File: config.mk
export PLATFORM = sky130hd
export DESIGN_NAME = ps2_host_tx
export DESIGN_NICKNAME = d
export VERILOG_FILES = /design/src/rtl/ps2_host_tx_pkg.sv /design/src/rtl/ps2_host_tx_line_filter.sv /design/src/rtl/ps2_host_tx.sv
export SDC_FILE = /design/constraint.sdc
export NUM_CORES = 1
export LEC_CHECK = 0
export ABC_CLOCK_PERIOD_IN_PS = 3000
export BUFFER_PORTS_ARGS = -buffer_cell sky130_fd_sc_hd__buf_2
export CAP_MARGIN = 20
export CORE_MARGIN = 1.5
export CORE_UTILIZATION = 45
export CTS_CLUSTER_DIAMETER = 60
export CTS_CLUSTER_SIZE = 28
export DETAILED_ROUTE_END_ITERATION = 7
export SLEW_MARGIN = 20
export SYNTH_ARGS = -nofsm -noshare
export SYNTH_HDL_FRONTEND = slang
export SYNTH_HIERARCHICAL = 1
export SYNTH_SLANG_ARGS = --single-unit
export TNS_END_PERCENT = 1
File: constraint.sdc
create_clock -name clk -period 3 [get_ports clk]
set_clock_uncertainty 0.2 [all_clocks]
set_input_delay 0.45 -clock clk [delete_from_list [all_inputs] [get_ports clk]]
set_output_delay 0.45 -clock clk [all_outputs]
set_load 0.1 [all_outputs]
File: src/rtl/ps2_host_tx_pkg.sv
// Shared definitions for the PS/2 host transmitter and its line filter:
// FSM state encoding, error codes, frame length and microsecond-to-cycle helper.
package ps2_host_tx_pkg;

  typedef enum logic [2:0] {
    ST_IDLE,
    ST_INHIBIT,
    ST_RTS,
    ST_SHIFT,
    ST_ACK,
    ST_WAIT_IDLE
  } state_t;

  localparam logic [1:0] ERR_NONE     = 2'b00;
  localparam logic [1:0] ERR_NACK     = 2'b01;
  localparam logic [1:0] ERR_START_TO = 2'b10;
  localparam logic [1:0] ERR_XFER_TO  = 2'b11;

  // data bits 0-7, parity, stop
  localparam int FRAME_BITS = 10;

  // 64-bit intermediate so 100 MHz x 15000 us does not overflow
  function automatic int us_to_cycles(input int clk_hz, input int us);
    return int'((longint'(clk_hz) * longint'(us)) / longint'(1_000_000));
  endfunction

  function automatic int max_int(input int a, input int b);
    return (a > b) ? a : b;
  endfunction

endpackage

File: src/rtl/ps2_host_tx_line_filter.sv
// Synchroniser plus stability filter for one raw PS/2 pin.
// level idles high (bus pull-up); fall is a one-cycle strobe on a filtered 1->0 change.
module ps2_host_tx_line_filter #(
  parameter int FILTER_LEN = 8
) (
  input  logic clk,
  input  logic rst,
  input  logic pin,
  output logic level,
  output logic fall
);

  localparam int             CW       = $clog2(FILTER_LEN + 1);
  localparam logic [CW-1:0]  CNT_LOAD = CW'(FILTER_LEN - 1);

  logic [1:0]    sync_q;
  logic [CW-1:0] cnt_q;

  // two-flop synchroniser for the asynchronous pin
  always_ff @(posedge clk) begin
    if (rst) sync_q <= 2'b11;
    else     sync_q <= {sync_q[0], pin};
  end

  // level changes only after FILTER_LEN consecutive samples disagree with it
  always_ff @(posedge clk) begin
    if (rst) begin
      level <= 1'b1;
      cnt_q <= CNT_LOAD;
      fall  <= 1'b0;
    end else begin
      fall <= 1'b0;
      if (sync_q[1] == level) begin
        cnt_q <= CNT_LOAD;
      end else if (cnt_q == '0) begin
        level <= sync_q[1];
        cnt_q <= CNT_LOAD;
        fall  <= level;
      end else begin
        cnt_q <= cnt_q - 1'b1;
      end
    end
  end

endmodule

File: src/rtl/ps2_host_tx.sv
// PS/2 host-to-device command transmitter (inhibit, request-to-send, 10-bit shift, ACK check).
// Optional start/transfer watchdog enabled by defining PS2_TX_TIMEOUT_EN.
//
// state        | meaning
// -------------|--------------------------------------------------------
// ST_IDLE      | lines released, tx_ready high, waiting for tx_valid
// ST_INHIBIT   | clock held low for INHIBIT_US
// ST_RTS       | clock and data low (start bit) for RTS_US
// ST_SHIFT     | clock released; each device fall presents the next bit
// ST_ACK       | waiting for the ACK fall, data sampled there
// ST_WAIT_IDLE | waiting for both lines high, then done pulse
module ps2_host_tx
  import ps2_host_tx_pkg::*;
#(
  parameter int CLK_HZ           = 100_000_000,
  parameter int INHIBIT_US       = 120,
  parameter int RTS_US           = 2,
  parameter int FILTER_LEN       = 8,
  parameter int START_TIMEOUT_US = 15000,
  parameter int XFER_TIMEOUT_US  = 2000
) (
  input  logic       clk,
  input  logic       rst,
  input  logic       ps2_clk,
  input  logic       ps2_data,
  output logic       ps2_clk_oe,
  output logic       ps2_data_oe,
  input  logic [7:0] tx_data,
  input  logic       tx_valid,
  output logic       tx_ready,
  output logic       busy,
  output logic       done,
  output logic       err,
  output logic [1:0] err_code
);

  localparam int INHIBIT_CYC = us_to_cycles(CLK_HZ, INHIBIT_US);
  localparam int RTS_CYC     = us_to_cycles(CLK_HZ, RTS_US);
`ifdef PS2_TX_TIMEOUT_EN
  localparam int START_CYC = us_to_cycles(CLK_HZ, START_TIMEOUT_US);
  localparam int XFER_CYC  = us_to_cycles(CLK_HZ, XFER_TIMEOUT_US);
  localparam int TMR_MAX   = max_int(max_int(INHIBIT_CYC, RTS_CYC), max_int(START_CYC, XFER_CYC));
`else
  // timeout parameters stay on the interface so both builds instantiate identically
  localparam int TIMEOUT_CFG_UNUSED = START_TIMEOUT_US + XFER_TIMEOUT_US;
  localparam int TMR_MAX = max_int(INHIBIT_CYC, RTS_CYC);
`endif
  localparam int TMR_W = $clog2(TMR_MAX + 1);

  state_t           state_q, state_d;
  logic [TMR_W-1:0] timer_q, timer_d;
  logic [3:0]       bitcnt_q, bitcnt_d;
  logic [9:0]       frame_q, frame_d;
  logic             data_oe_q, data_oe_d;
  logic [1:0]       err_code_q, err_code_d;
  logic             done_q, done_d;
  logic             err_q, err_d;

  logic clk_filt, clk_fall, data_filt, data_fall_unused;

  ps2_host_tx_line_filter #(.FILTER_LEN(FILTER_LEN)) u_clk_filter (
    .clk   (clk),
    .rst   (rst),
    .pin   (ps2_clk),
    .level (clk_filt),
    .fall  (clk_fall)
  );

  ps2_host_tx_line_filter #(.FILTER_LEN(FILTER_LEN)) u_data_filter (
    .clk   (clk),
    .rst   (rst),
    .pin   (ps2_data),
    .level (data_filt),
    .fall  (data_fall_unused)
  );

  // state and datapath registers
  always_ff @(posedge clk) begin
    if (rst) begin
      state_q    <= ST_IDLE;
      timer_q    <= '0;
      bitcnt_q   <= '0;
      frame_q    <= '0;
      data_oe_q  <= 1'b0;
      err_code_q <= ERR_NONE;
      done_q     <= 1'b0;
      err_q      <= 1'b0;
    end else begin
      state_q    <= state_d;
      timer_q    <= timer_d;
      bitcnt_q   <= bitcnt_d;
      frame_q    <= frame_d;
      data_oe_q  <= data_oe_d;
      err_code_q <= err_code_d;
      done_q     <= done_d;
      err_q      <= err_d;
    end
  end

  // next-state, timer down-count and line drive
  always_comb begin
    state_d     = state_q;
    timer_d     = timer_q;
    bitcnt_d    = bitcnt_q;
    frame_d     = frame_q;
    data_oe_d   = data_oe_q;
    err_code_d  = err_code_q;
    done_d      = 1'b0;
    err_d       = 1'b0;
    ps2_clk_oe  = 1'b0;
    ps2_data_oe = 1'b0;
    tx_ready    = 1'b0;
    busy        = 1'b1;

    if (timer_q != '0) timer_d = timer_q - 1'b1;

    case (state_q)
      ST_IDLE: begin
        tx_ready = 1'b1;
        busy     = 1'b0;
        if (tx_valid) begin
          frame_d    = {1'b1, ~^tx_data, tx_data};
          err_code_d = ERR_NONE;
          timer_d    = TMR_W'(INHIBIT_CYC - 1);
          state_d    = ST_INHIBIT;
        end
      end
      ST_INHIBIT: begin
        ps2_clk_oe = 1'b1;
        if (timer_q == '0) begin
          timer_d = TMR_W'(RTS_CYC - 1);
          state_d = ST_RTS;
        end
      end
      ST_RTS: begin
        ps2_clk_oe  = 1'b1;
        ps2_data_oe = 1'b1;
        if (timer_q == '0) begin
          bitcnt_d  = '0;
          data_oe_d = 1'b1;
`ifdef PS2_TX_TIMEOUT_EN
          timer_d   = TMR_W'(START_CYC - 1);
`endif
          state_d   = ST_SHIFT;
        end
      end
      ST_SHIFT: begin
        ps2_data_oe = data_oe_q;
        if (clk_fall) begin
          data_oe_d = ~frame_q[bitcnt_q];
          bitcnt_d  = bitcnt_q + 4'd1;
`ifdef PS2_TX_TIMEOUT_EN
          if (bitcnt_q == '0) timer_d = TMR_W'(XFER_CYC - 1);
`endif
          if (bitcnt_q == 4'(FRAME_BITS - 1)) state_d = ST_ACK;
        end
`ifdef PS2_TX_TIMEOUT_EN
        else if (timer_q == '0) begin
          err_code_d = (bitcnt_q == '0) ? ERR_START_TO : ERR_XFER_TO;
          err_d      = 1'b1;
          data_oe_d  = 1'b0;
          state_d    = ST_IDLE;
        end
`endif
      end
      ST_ACK: begin
        if (clk_fall) begin
          err_code_d = data_filt ? ERR_NACK : ERR_NONE;
          state_d    = ST_WAIT_IDLE;
        end
`ifdef PS2_TX_TIMEOUT_EN
        else if (timer_q == '0) begin
          err_code_d = ERR_XFER_TO;
          err_d      = 1'b1;
          state_d    = ST_IDLE;
        end
`endif
      end
      ST_WAIT_IDLE: begin
        if (clk_filt && data_filt) begin
          done_d  = 1'b1;
          err_d   = (err_code_q == ERR_NACK);
          state_d = ST_IDLE;
        end
      end
      default: state_d = ST_IDLE;
    endcase
  end

  assign done     = done_q;
  assign err      = err_q;
  assign err_code = err_code_q;

endmodule
==> results.yml, run 1 <==
status:
  status: "completed"
power:
  vdd_drop_max_mv: 0.2073
  power_density_mw_per_mm2: 522.1
  p_leak_nw: 1.003
  finalPower_mw: 1.456
floorplanning:
  die_y_um: 78.35
  num_io_pins: 21
  die_w_um: 78.35
  rows: 27
  start_util_pct: 46.40
  fp.coreArea_mm2: 0.005507
  dieArea_mm2: 0.006139
hold_path:
  hold_path_class: "in2reg"
timing:
  rsz0062_at_grt: "no"
  fin_crit_sh_pct: 82.26
  setup_viol: 0
  timing.slew.headroom_pct: 58.71
  finalMaxSlewViolations: 0
  tightestPinTransition_ns: 0.6178
  fmax_mhz: 405.2
  fin_setup_tns_ns: 0
  period_minus_slack_ns: 2.468
  worst_slack_ns: 0.5323
  hold_viol: 0
clock_network:
  postCtsHoldBufs: 0
  clk_pin_slew_worst_paths_ns: 0.09
  clk_latency_ns: 0.31
  clk_path_buf_depth: 2
  cts_max_level: 2
  tritoncts: "yes"
  clock_tree.root_cell: "clkbuf_8"
  post_cts_buffers: 0
  cts_resized: 0
  cts_sinks: 50
  cts_buffers: 5
placed_design:
  pre_cts_slack_ns: 0.6903
  place_congestion: 0.7555
  dpl.hpwl_mm: 3.426
  portBuffers: 19
grt:
  grt_pass1_wl_mm: 8.894
  gr-usage-all-layers_pct: 18.06
  gr-total-overflow: 0
  grt_max_degree: 33
  antenna_found_initial: 0
  grt_pass1_vias: 1904
critical_path:
  end_kind: "primary output"
  critical_path_required_ns: 2.35
  arrival_ns: 1.82
  critPathKind: "reg2out"
  crit_path_max_fanout: 13
  worstSetupStartpointType: "register"
logic_synthesis:
  syn_area_per_cell_um2: 8.996
  ys_warn_count: 6
  synth_area_mm2: 0.002555
  syn_inst: 284
  mappedNetlistNets: 304
drt:
  via_per_inst: 5.478
  vias: 2027
  ant_nets: 0
  dr.first_iter.drc_count: 119
  wl_per_cell_um: 13.68
  finalWirelength_mm: 5.063
  dr.pass1.iters: 4
  drc: 0
finish:
  final_common_cell: "dfxtp_1"
  layout-drive-gt1-share_pct: 16.78
  antenna_cells: 0
  area_delta_synth_final_pct: 9.158
  mostFrequentLayoutCells: "dfxtp_1, nand2_1, buf_2, a21oi_1, nor2_1"
  layout.nets: 317
flow_run:
  drv_cap: 0
[metrics by stage]
stage | instances | instance area (um2) | util [%] | hold slack (ns)
floorplan | 284 | 2555 | - | 0.1895
global placement | 362 | 2694 | 48.92 | 0.1918
detailed placement | 362 | 2694 | 48.92 | 0.1937
CTS | 370 | 2789 | 50.65 | 0.1069
global route | 370 | 2789 | 50.65 | 0.1109
finish | 370 | 2789 | 50.65 | 0.1159
[area by class of cell]
class | instances | area (um2)
fillers | 510 | 2718
flip-flops and latches | 50 | 1001
multi-input cells | 208 | 1451
repair buffers | 21 | 110.1
clock inverters | 2 | 12.51
inverters | 11 | 41.29
clock buffers | 6 | 82.58
well taps | 72 | 90.09
[per-layer routing]
layer	vias up	track usage, %	wire (um)
li1	1066	-	-
met1	927	25.32	2658
met2	26	27.57	2199
met3	8	2.791	116
met4	0	7.500	87
met5	-	0	0
[worst max-delay path, stage by stage, from the launching register on]
cell	delay, ns
dfxtp_1	0.52
nand2b_1	0.34
a21oi_1	0.21
buf_2	0.45
[path summary, 6_finish.rpt]
kind | startpoint | end | slack, ns | depth (start not counted)
worst max-delay path | state_q[1] | ps2_data_oe | 0.53 | 3
worst min-delay path | ps2_data | u_data_filter/sync_q[0] | 0.12 | 2
worst max register to register | timer_q[9] | state_q[0] | 0.69 | 4
worst min register to register | u_clk_filter/sync_q[0] | u_clk_filter/sync_q[1] | 0.21 | 1
[power breakdown]
group,switching [mW],internal (mW)
clock network,0.236,0.186
registers,0.0498,0.706
logic,0.168,0.111
[registers in the layout, indices dropped and copies added, names as in the netlist, 2 cells and up]
register	count
timer_q	14
frame_q	10
bitcnt_q	4
u_clk_filter/cnt_q	4
u_data_filter/cnt_q	4
state_q	3
u_clk_filter/sync_q	2
u_data_filter/sync_q	2
Note: power is estimated with default switching activity, not from simulation.
==> run 2: changes to the inputs <==
ABC_CLOCK_PERIOD_IN_PS = 2070   (was 3000)
PLACE_DENSITY = 0.65   (was unset)
clock period = 2.07 ns   (was 3 ns; I/O delays follow)
==> run 2 against run 1 <==
First-iteration DRC count up 43%; via count up 6.8%; combinational power up 95%; critical path depth up 1; sequential power up 42%; design area up 11%; flip-flop and latch count unchanged; final cell count up 6.8%; register-to-register slack worse by 0.62 ns; die area unchanged; sequential share of layout area down 3.4 points; non-clock buffer count up 25; largest power group unchanged.
==> results.yml, run 2 (synthesis gave the netlist of run 1 again) <==
finish:
  mostFrequentLayoutCells: "dfxtp_1, nand2_1, buf_4, a21oi_1, buf_2"
  top_register: "timer_q"
  layout.nets: 342
  reg_top3: "timer_q (14), frame_q (10)"
  largest_reg_flops: 14
  layout-drive-gt1-share_pct: 24.46
  fill_cells: 487
  design_area_mm2: 0.003085
  multi_input_area_mm2: 0.001484
  final_common_cell: "dfxtp_1"
  antenna_cells: 0
  area_delta_synth_final_pct: 20.76
  regArea_mm2: 0.001002
critical_path:
  arrival_ns: 2.01
  critPathTopFamily: "simple AND/OR/NAND/NOR gates"
  critPathKind: "reg2reg"
  slowest_delay_ns: 0.54
  reg2reg_from: "timer_q[9]"
  worstSetupStartpointType: "register"
  worst-path-buf-inv: 0
  critPathSlowestCell: "or4_4"
  reg2reg_to: "state_q[0]"
  critical_path_required_ns: 2.08
  r2r_cells: 4
  crit_chain: "or4_4 -> nand4bb_4 -> a221oi_2 -> mux2_1"
  r2r_slack_ns: 0.07
  worstSetupPathDepth: 4
  end_kind: "register"
  crit_path_max_fanout: 3
drt:
  drc: 0
  wl_per_cell_um: 13.86
  vias: 2164
  top_layer_used: "met4"
  ant_nets: 0
  wl_met1_mm: 2.756
  dr_wl_met3_um: 120
  dr.pass1.iters: 4
  dr.first_iter.drc_count: 170
  finalWirelength_mm: 5.473
  wl_met2_mm: 2.530
  via_per_inst: 5.478
floorplanning:
  num_io_pins: 21
  start_util_pct: 46.40
  rows: 27
  fp.coreArea_mm2: 0.005507
  die_y_um: 78.35
  die_w_um: 78.35
  dieArea_mm2: 0.006139
clock_network:
  clock_tree.root_cell: "clkbuf_8"
  clk_latency_ns: 0.31
  cts_max_level: 2
  tritoncts: "yes"
  cts_sinks: 50
  clk_pin_slew_worst_paths_ns: 0.10
  clk_path_buf_depth: 2
  cts_buffers: 5
hold_path:
  hp-start: "tx_data[5]"
  hold_path_class: "in2reg"
  hold_depth: 3
  whs_endpoint: "frame_q[5]"
timing:
  rsz0062_at_grt: "no"
  tightestPinTransition_ns: 0.6285
  timing.slew.headroom_pct: 58.10
  hold_viol: 0
  fin_crit_sh_pct: 96.50
  period_minus_slack_ns: 1.998
  fmax_mhz: 500.6
  holdWs_ns: 0.04955
  setup_viol: 0
  finalMaxSlewViolations: 0
placed_design:
  place_area_mm2: 0.002943
  dpl.hpwl_mm: 3.959
  portBuffers: 19
  place_congestion: 0.7642
power:
  p_leak_nw: 1.151
  vdd_drop_max_mv: 0.2775
  power_density_mw_per_mm2: 724.5
grt:
  gr-total-overflow: 0
  grt_pass1_vias: 2110
  grt_max_degree: 36
  grt_pass1_wl_mm: 9.556
  antenna_found_initial: 0
  gr-usage-all-layers_pct: 19.32
flow_run:
  drv_cap: 0
status:
  status: "completed"
## run 2: where the power goes
group | total [mW] | internal, mW | switching (mW)
clock network | 0.621 | 0.253 | 0.367
registers | 1.07 | 1.02 | 0.0474
logic | 0.543 | 0.242 | 0.301
total | 2.24 | 1.52 | 0.716
## run 2: per-layer routing
| metal | up-vias | track usage [%] |
|---|---|---|
| li1 | 1120 | - |
| met1 | 1014 | 24.80 |
| met2 | 25 | 32.87 |
| met3 | 5 | 3.605 |
| met4 | 0 | 5.893 |
| met5 | - | 0 |
## run 2: repair_timing
| item | 4_1_cts | 5_1_grt |
|---|---|---|
| resized for setup | 1 | 5 |
| hold endpoints to repair | 2 | 0 |
| hold buffers | 2 | 0 |
| setup buffers | 0 | 0 |
| endpoints found under the setup margin | 2 | 12 |
| pin swaps | 0 | 2 |
## run 2: layout make-up
| class | count | area share [%] |
|---|---|---|
| Tap cell | 72 | 2.920 |
| Inverter | 11 | 1.460 |
| Clock inverter | 3 | 0.9327 |
| Clock buffer | 5 | 2.230 |
| Sequential cell | 50 | 32.48 |
| Timing Repair Buffer | 46 | 11.88 |
| Multi-Input combinational cell | 208 | 48.09 |
## run 2: tightest hold or removal path, delay by kind of cell
kind	cells	cell delay [ns]
AOI/OAI and AO/OA	1	0.05
and+or+nand+nor	1	0.05
buffers and inverters	1	0.11
## run 2: per-stage QoR
| step | total power [mW] | setup slack [ns] | std cells | util (%) | TNS [ns] |
|---|---|---|---|---|---|
| 2_1_floorplan | 1.436 | -0.1860 | 284 | - | -0.4156 |
| 3_3_place_gp | 1.608 | 0.05581 | 385 | 53.44 | 0 |
| 3_5_place_dp | 1.618 | 0.03479 | 385 | 53.44 | 0 |
| 4_1_cts | 2.248 | 0.003541 | 395 | 55.65 | 0 |
| 5_1_grt | 2.354 | 0.01108 | 395 | 56.03 | 0 |
| 6_report | 2.235 | 0.07240 | 395 | 56.03 | 0 |
## run 2: how the worst max path moves through the flow
stage                     startpoint          end  slack (ns)
after global placement    timer_q[9]   timer_q[6]        0.06
after global routing      timer_q[2]   timer_q[8]        0.01
final                     timer_q[9]   state_q[0]        0.07
after floorplan           state_q[0]     tx_ready       -0.19
after CTS                 state_q[1]  ps2_data_oe       0.004
after detailed placement  timer_q[9]   timer_q[7]        0.03
==> run 3: changes to the inputs <==
BUFFER_PORTS_ARGS = -buffer_cell sky130_fd_sc_hd__clkbuf_2   (was -buffer_cell sky130_fd_sc_hd__buf_2)
==> run 3 against run 2 <==
Die area is the same; design area decreased by 0.93%; first-iteration DRC count decreased by 20%; total power fell by 2.5%; global-route usage fell by 0.27 points; register-to-register slack worse by 0.05 ns; routed wire length fell by 1.5%; sequential power hardly changed; via count is 1.6% lower; non-clock buffer count down 4; critical path depth stayed put; critical path type unchanged; largest cell class unchanged; largest power group unchanged.
==> results.yml, run 3 (synthesis gave the netlist of run 1 again) <==
power:
  switchingPower_mw: 0.6817
  clock_power_share_pct: 26.4
  p_leak_nw: 1.129
  switching_share_pct: 31.27
  p_int_mw: 1.499
  p_seq_share_pct: 49.3
  vdd_drop_max_mv: 0.3773
  power_density_mw_per_mm2: 713.3
  pwr-share-comb_pct: 24.4
drt:
  drc: 0
  via_per_inst: 5.445
  dr.pass1.iters: 4
  finalWirelength_mm: 5.391
  dr.first_iter.drc_count: 136
  wl_per_cell_um: 13.79
  ant_nets: 0
  vias: 2129
timing:
  finalMaxSlewViolations: 0
  timing.slew.headroom_pct: 59.94
  fin_setup_tns_ns: 0
  fmax_mhz: 489.4
  period_minus_slack_ns: 2.043
  fin_crit_sh_pct: 98.71
  rsz0062_at_grt: "yes"
  setup_viol: 0
  hold_viol: 0
  tightestPinTransition_ns: 0.6009
placed_design:
  place_area_mm2: 0.002925
  dpl.hpwl_mm: 3.841
  portBuffers: 19
  place_congestion: 0.7997
floorplanning:
  num_io_pins: 21
  start_util_pct: 46.40
  dieArea_mm2: 0.006139
  fp.coreArea_mm2: 0.005507
  die_w_um: 78.35
  rows: 27
  die_y_um: 78.35
grt:
  gr-usage-all-layers_pct: 19.05
  grt_max_degree: 29
  antenna_found_initial: 0
  gr-total-overflow: 0
  grt_pass1_wl_mm: 9.328
  grt_pass1_vias: 1986
critical_path:
  critPathKind: "reg2reg"
  crit_chain: "or4_4 -> nand4bb_4 -> a221oi_2 -> mux2_1"
  crit_path_max_fanout: 3
  critical_path_required_ns: 2.07
  arrival_ns: 2.04
  end_kind: "register"
  slowest_delay_ns: 0.53
  worstSetupStartpointType: "register"
  r2r_slack_ns: 0.03
  critPathSlowestCell: "or4_4"
finish:
  area_delta_synth_final_pct: 19.64
  design_area_mm2: 0.003057
  mostFrequentLayoutCells: "dfxtp_1, nand2_1, buf_4, a21oi_1, clkbuf_2"
  final_common_cell: "dfxtp_1"
  layout-drive-gt1-share_pct: 23.51
  final_util_pct: 55.51
  top_register: "timer_q"
  largest_reg_flops: 14
  reg_top3: "timer_q (14), frame_q (10)"
  layout.nets: 338
  antenna_cells: 0
clock_network:
  cts_max_level: 2
  cts_buffers: 5
  cts_sinks: 50
  clk_path_buf_depth: 2
  clk_latency_ns: 0.31
  tritoncts: "yes"
  clock_tree.root_cell: "clkbuf_8"
  clk_pin_slew_worst_paths_ns: 0.09
flow_run:
  drv_cap: 0
hold_path:
  hold_path_class: "in2reg"
status:
  status: "completed"
[run 3: changes by cell type in the layout (fill, tap and decap cells not counted), sizes merged]
cell,before,now
clkbuf,5,20
buf,44,25
clkinv,1,2
inv,12,10
clkinvlp,1,2
[run 3: final timing paths]
path	startpoint	endpoint	cells after the start
max	timer_q[9]	state_q[0]	4
min	tx_data[5]	frame_q[5]	3
min reg2reg	u_clk_filter/sync_q[0]	u_clk_filter/sync_q[1]	1
max reg2reg	timer_q[9]	state_q[0]	4
[run 3: final cells by class]
| cell class | count | area, um2 |
|---|---|---|
| Fill cell | 514 | 2450 |
| Inverter | 11 | 45.04 |
| Sequential cell | 50 | 1002 |
| Timing Repair Buffer | 42 | 345.3 |
| Multi-Input combinational cell | 208 | 1484 |
| Clock inverter | 3 | 21.27 |
| Clock buffer | 5 | 68.82 |
| Tap cell | 72 | 90.09 |
[run 3: timing repair]
item / 4_1_cts / 5_1_grt
hold endpoints to repair: 2 / 0
hold buffers: 2 / 0
setup endpoints to repair: 5 / 15
gates resized for setup: 2 / 3
setup buffers: 0 / 0
pin swaps: 0 / 1
[run 3: per-layer routing]
metal  up-vias  share of wire (%)  track usage (%)
met1       979                 49            25.60
met2        31                 47            31.04
met4         0                1.3            5.357
li1       1113                  -                -
met3         6                2.6            3.837
met5         -                  0                0
[run 3: metrics by stage]
step	power (mW)	setup slack (ns)	std cells	hold WS, ns
CTS	2.190	0.01820	391	0.03777
finish	2.180	0.02675	391	0.04272
detailed placement	1.612	-0.01611	381	0.1929
global placement	1.603	0.03874	381	0.1922
global route	2.307	-0.02236	391	0.04541
floorplan	1.436	-0.1860	284	0.1895
[run 3: power by group through the flow]
stage / Combinational [mW] / Sequential, mW / Clock (mW)
after CTS: 0.525 / 1.07 / 0.593
after detailed placement: 0.518 / 1.09 / 0
final: 0.531 / 1.07 / 0.575
after floorplan: 0.348 / 1.09 / 0
after global placement: 0.510 / 1.09 / 0
after global routing: 0.585 / 1.08 / 0.638
[run 3: critical path, delay by kind of cell, from the launching register on]
kind,cells,cell delay (ns)
muxes,1,0.34
AOI/OAI and AO/OA,1,0.30
DFF,1,0.33
and+or+nand+nor,2,0.77
